**src/rtl/pipelined_addsub.sv**
```systemverilog
// Pipelined N-bit adder/subtractor: one SEG-bit ripple segment resolved per stage,
// carry registered between segments, global-stall valid/ready handshake on both sides.
module pipelined_addsub #(
    parameter int unsigned N   = 32,
    parameter int unsigned SEG = 8
) (
    input  logic         clk,
    input  logic         rst,
    input  logic         in_valid,
    output logic         in_ready,
    input  logic [N-1:0] A,
    input  logic [N-1:0] B,
    input  logic         sub,
    output logic         out_valid,
    input  logic         out_ready,
    output logic [N-1:0] sum,
    output logic         cout,
    output logic         overflow,
    output logic         zero
);

    localparam int unsigned STAGES = N / SEG;
    localparam int unsigned LAST   = STAGES - 1;

    logic         valid_d   [STAGES];
    logic         valid_q   [STAGES];
    logic [N-1:0] a_d       [STAGES];
    logic [N-1:0] a_q       [STAGES];
    logic [N-1:0] bx_d      [STAGES];
    logic [N-1:0] bx_q      [STAGES];
    logic [N-1:0] sum_d     [STAGES];
    logic [N-1:0] sum_q     [STAGES];
    logic         carry_d   [STAGES];
    logic         carry_q   [STAGES];
    logic         overflow_d;
    logic         overflow_q;
    logic         zero_d;
    logic         zero_q;

    logic         adv;
    logic [N-1:0] bx_in;
    logic [SEG:0] slice;

    function automatic logic [SEG:0] add_slice(
        input logic [SEG-1:0] a,
        input logic [SEG-1:0] b,
        input logic           c
    );
        return {1'b0, a} + {1'b0, b} + {{SEG{1'b0}}, c};
    endfunction

    // A stalled output holds the whole pipeline; bubbles are never collapsed.
    assign adv      = !valid_q[LAST] || out_ready;
    assign in_ready = adv;

    always_comb begin
        bx_in = sub ? ~B : B;
        slice = add_slice(A[SEG-1:0], bx_in[SEG-1:0], sub);

        valid_d[0]           = in_valid;
        a_d[0]               = A;
        bx_d[0]              = bx_in;
        carry_d[0]           = slice[SEG];
        sum_d[0]             = '0;
        sum_d[0][SEG-1:0]    = slice[SEG-1:0];

        for (int unsigned k = 1; k < STAGES; k++) begin
            slice = add_slice(a_q[k-1][k*SEG +: SEG], bx_q[k-1][k*SEG +: SEG], carry_q[k-1]);
            valid_d[k]              = valid_q[k-1];
            a_d[k]                  = a_q[k-1];
            bx_d[k]                 = bx_q[k-1];
            carry_d[k]              = slice[SEG];
            sum_d[k]                = sum_q[k-1];
            sum_d[k][k*SEG +: SEG]  = slice[SEG-1:0];
        end

        // Flags come from the full result as it forms in the last stage.
        overflow_d = (a_d[LAST][N-1] ~^ bx_d[LAST][N-1]) & (sum_d[LAST][N-1] ^ a_d[LAST][N-1]);
        zero_d     = ~|sum_d[LAST];
    end

    always_ff @(posedge clk) begin
        if (rst) begin
            for (int unsigned k = 0; k < STAGES; k++) begin
                valid_q[k] <= 1'b0;
                a_q[k]     <= '0;
                bx_q[k]    <= '0;
                sum_q[k]   <= '0;
                carry_q[k] <= 1'b0;
            end
            overflow_q <= 1'b0;
            zero_q     <= 1'b0;
        end else if (adv) begin
            for (int unsigned k = 0; k < STAGES; k++) begin
                valid_q[k] <= valid_d[k];
                a_q[k]     <= a_d[k];
                bx_q[k]    <= bx_d[k];
                sum_q[k]   <= sum_d[k];
                carry_q[k] <= carry_d[k];
            end
            overflow_q <= overflow_d;
            zero_q     <= zero_d;
        end
    end

    assign out_valid = valid_q[LAST];
    assign sum       = sum_q[LAST];
    assign cout      = carry_q[LAST];
    assign overflow  = overflow_q;
    assign zero      = zero_q;

endmodule

```
**config.mk**
```make
export PLATFORM = sky130hd
export DESIGN_NAME = pipelined_addsub
export DESIGN_NICKNAME = d
export VERILOG_FILES = /design/src/rtl/pipelined_addsub.sv
export SDC_FILE = /design/constraint.sdc
export NUM_CORES = 1
export LEC_CHECK = 0
export CELL_PAD_IN_SITES_DETAIL_PLACEMENT = 1
export CELL_PAD_IN_SITES_GLOBAL_PLACEMENT = 1
export CORE_ASPECT_RATIO = 0.9
export CORE_MARGIN = 8
export CORE_UTILIZATION = 41
export DETAILED_ROUTE_END_ITERATION = 8
export GPL_ROUTABILITY_DRIVEN = 1
export HOLD_SLACK_MARGIN = 0.15
export PLACE_DENSITY_LB_ADDON = 0.3
export SYNTH_ARGS = -nofsm -noshare
export SYNTH_HDL_FRONTEND = slang
export SYNTH_SLANG_ARGS = --single-unit
```
**constraint.sdc**
```tcl
create_clock -name clk -period 6.1 [get_ports clk]
set_input_delay 1.22 -clock clk [delete_from_list [all_inputs] [get_ports clk]]
set_output_delay 1.22 -clock clk [all_outputs]
set_load 0.01 [all_outputs]
```
==> impl_table.tex <==
\begin{tabular}{lr}
\hline
Metric & Value \\
\hline
\multicolumn{2}{l}{\textbf{Critical path}} \\
Max stage delay cell, worst path & clkdlybuf4s50\_1 \\
CP delay by family, top & buffers and inverters \\
Critical path data arrival time & 2510 ps \\
Cell with the most instances on the worst path & clkdlybuf4s50\_1 \\
Maximum cell stage delay along the critical path & 530 ps \\
Maximum fanout count along the critical path & 8 \\
Req. time, crit path & between 4000 and 5000 ps \\
CP startpoint kind & input pin \\
Critical Path Sink Type & output port \\
Buffers \& Inverters on Critical Path & 4 \\
Cell Chain, Critical Path & clkdlybuf4s50\_1 > nor2b\_1 > buf\_4 > inv\_1 > clkdlybuf4s50\_1 \\
Category of the most critical setup path & input pin to output port \\
\multicolumn{2}{l}{\textbf{Floorplanning}} \\
Chip Height & 151 um \\
Core area & 20,000 um\^{}2 \\
Die area & around 25,000 um\^{}2 \\
Ports & 106 \\
Site row count & $\sim$50 \\
Die Width & 166 um \\
Effective utilization at floorplan & 0.417 \\
\multicolumn{2}{l}{\textbf{GRT}} \\
Vias in the first global route & between 5k and 6k \\
Global-route wire length before repair & 26,300 um \\
Initial antenna violation count & 0 \\
Grt total ovfl & 0 \\
GRT Total Usage & 0.134 \\
Largest net degree at the start of global routing & 87 \\
\multicolumn{2}{l}{\textbf{Yosys}} \\
Most instantiated library cell after synthesis & edfxtp\_1 \\
Number of instances in the synthesized netlist & between 600 and 700 \\
Number of flops mapped to enable cells by yosys & 184 \\
Top cells by count, synth & edfxtp\_1 (184), and2\_1 (129), nor2\_1 (56) \\
Share of async-settable or async-resettable flops after synthesis & 0 \\
Net count of the mapped netlist & a little over 700 \\
Sequential cell area fraction in the yosys report & 0.667 \\
Top cell type by total area after synthesis & edfxtp\_1 \\
Prevailing post-synth register cell & edfxtp\_1 \\
Cells taking the most area after synthesis & edfxtp\_1 (66\%), and2\_1 (9.7\%), ha\_1 (4.2\%) \\
Mean Syn Cell Area & roughly 14 um\^{}2 \\
Synth Cell Area & 8340 um\^{}2 \\
Synthesized flop and latch total & 186 \\
Post-synth cell types & 45 \\
Synth top area share & 0.662 \\
Syn. warnings & 0 \\
\multicolumn{2}{l}{\textbf{Pwr}} \\
Worst vdd rail ir drop & 0.173 mV \\
Leakage Power & 4.06 nW \\
Net Sw Frac & 0.216 \\
Share of total power in sequential cells & 0.535 \\
Clock network power share & 0.358 \\
Internal & approximately 2.3 mW \\
Ratio of total power to cell area & roughly 280 nW/um\^{}2 \\
Comb pwr share & 0.107 \\
Total power after layout & 2.87 mW \\
Power spent charging and discharging nets & between 0.6 and 0.7 mW \\
\multicolumn{2}{l}{\textbf{Cells and area}} \\
Footprint of the multi-input gates & 2620 um\^{}2 \\
N\_diodes & 0 \\
Fill cell instance count of the final layout & 2,019 \\
Net count reported at finish & around 800 \\
Final design instance area without fill & 10,200 um\^{}2 \\
Footprint of the flip-flops and latches & 5570 um\^{}2 \\
Share of post-route cells with drive strength above 1 & 0.0544 \\
Layout overhead on the synthesized area & 22.1\% \\
\multicolumn{2}{l}{\textbf{Routing}} \\
First-pass iteration count of the detailed router & 4 \\
Count of vias placed by the detailed router & 4,716 \\
DRT iter0 DRCs & 228 \\
Number of nets with antenna violations after detailed routing & 0 \\
Via density & 4.85 \\
Detail-routed net length per standard cell & 16.7 um \\
Remaining DRCs & 0 \\
Total Routed Length & about 16,000 um \\
\multicolumn{2}{l}{\textbf{Place}} \\
Placer Congestion & 0.798 \\
Cell area reported after detailed placement & about 9700 um\^{}2 \\
Total half-perimeter wirelength after legalization and detailed placement & 11,400 um \\
Input/output buffers & 105 \\
Setup WS pre-CTS & between 2000 and 2500 ps \\
\multicolumn{2}{l}{\textbf{Timing}} \\
Final Slew Violations & 0 \\
Post-route clock period utilization & 0.611 \\
Setup clock skew after layout & roughly 9.2 ps \\
Final hold violation count & 0 \\
Rel. slew slack & 0.274 \\
Transition time at the pin with the least slew margin & 1090 ps \\
Fin worst setup slack & 2370 ps \\
Maximum clock rate & 0.268 GHz \\
Final total negative setup slack & 0 ps \\
RSZ-0062 raised after global routing & false \\
Final worst path period need & 3730 ps \\
Total of endpoints with negative setup slack in the final report & 0 \\
\multicolumn{2}{l}{\textbf{Outcome}} \\
Run status & finished clean \\
\multicolumn{2}{l}{\textbf{Clock network}} \\
Maximum level of the CTS H-tree & 4 \\
Clk\_lat worst skew & between 400 and 500 ps \\
Cells resized by post-CTS repair & 0 \\
TritonCTS clock tree & built \\
Number of buffers on the longest clock path & 2 \\
Post-CTS Setup Bufs & 0 \\
Post-CTS Hold Buffers & 0 \\
Clock sinks & 186 \\
Cell at the root of the clock tree & clkbuf\_16 \\
Number of CTS-inserted buffers & 17 \\
Clk pin slew, worst setup/hold paths & 60 ps \\
\multicolumn{2}{l}{\textbf{Flow run}} \\
Max-cap violation count & 0 \\
\multicolumn{2}{l}{\textbf{Min path}} \\
Worst hold-check path type & flip-flop to flip-flop \\
\hline
\end{tabular}
-- sequential cells by signal (all words and copies together) (netlist names) --
signal / flops
a_q: 48
bx_q: 48
carry_q: 4
overflow: 1
sum_q: 80
valid_q: 4
zero: 1
-- tightest hold or removal path: stages, from the launching register on --
cell and delay [ps]:
dfxtp_1 320, nand2_1 60, a21oi_1 50
-- layout by cell type, fill, tap and decap left out, types with 7 or more instances in the layout --
cell,instances
nor3_1,9
clkdlybuf4s50_1,104
xor2_1,10
xnor2_1,36
and2_1,129
fa_1,7
ha_1,28
clkbuf_16,17
o21ai_0,16
inv_1,18
a21oi_1,11
nor2b_1,8
nor2_1,56
edfxtp_1,184
-- power by group through the flow --
stage,sequential [mW],combinational [mW],clock [mW]
finish,1.54,0.307,1.03
global route,1.55,0.341,1.10
CTS,1.54,0.313,1.06
detailed placement,1.57,0.310,0
global placement,1.56,0.297,0
floorplan,1.56,0.176,0
-- layout make-up --
cell class | count | share of cell area
multi-input combinational | 376 | 0.258
inverter | 18 | 0.00663
clock inverter | 10 | 0.0104
sequential | 186 | 0.546
tap | 255 | 0.0313
clock buffer | 18 | 0.0421
timing repair buffer | 109 | 0.106
-- worst paths after layout --
| check | from | slack [ps] | end | cells past startpoint |
|---|---|---|---|---|
| max | out_ready | 2370 | in_ready | 5 |
| min reg2reg | overflow | 480 | overflow | 2 |
| max reg2reg | valid_q[3] | 3430 | zero | 8 |
| min | overflow | 480 | overflow | 2 |
-- logic make-up (layout without fill, tap and decap cells) --
| family | after synthesis | in the layout | share of synthesized area |
|---|---|---|---|
| flip-flops | 186 | 186 | 0.667 |
| AND/OR/NAND/NOR | 243 | 243 | 0.164 |
| adder cells (fa/ha/maj) | 35 | 35 | 0.0588 |
| multiplexers | 2 | 2 | 0.00300 |
| buffers and inverters | 43 | 155 | 0.0201 |
| AO/OA/AOI/OAI | 50 | 50 | 0.0388 |
| XOR/XNOR | 46 | 46 | 0.0483 |
-- metrics by stage --
stage / instances / util / hold slack (ps)
6_report: 972 / 0.510 / 481
5_1_grt: 972 / 0.510 / 517
4_1_cts: 972 / 0.510 / 479
3_5_place_dp: 944 / 0.483 / 471
3_3_place_gp: 944 / 0.483 / 456
2_1_floorplan: 605 / - / 470
-- per-layer routing --
metal | wire [um] | track usage | part of all wire
met1 | 6960 | 0.150 | 0.43
met2 | 8440 | 0.240 | 0.52
met3 | 537 | 0.0362 | 0.033
met4 | 314 | 0.0589 | 0.019
met5 | 0 | 0 | 0
Power figures use the tool's default switching activity.
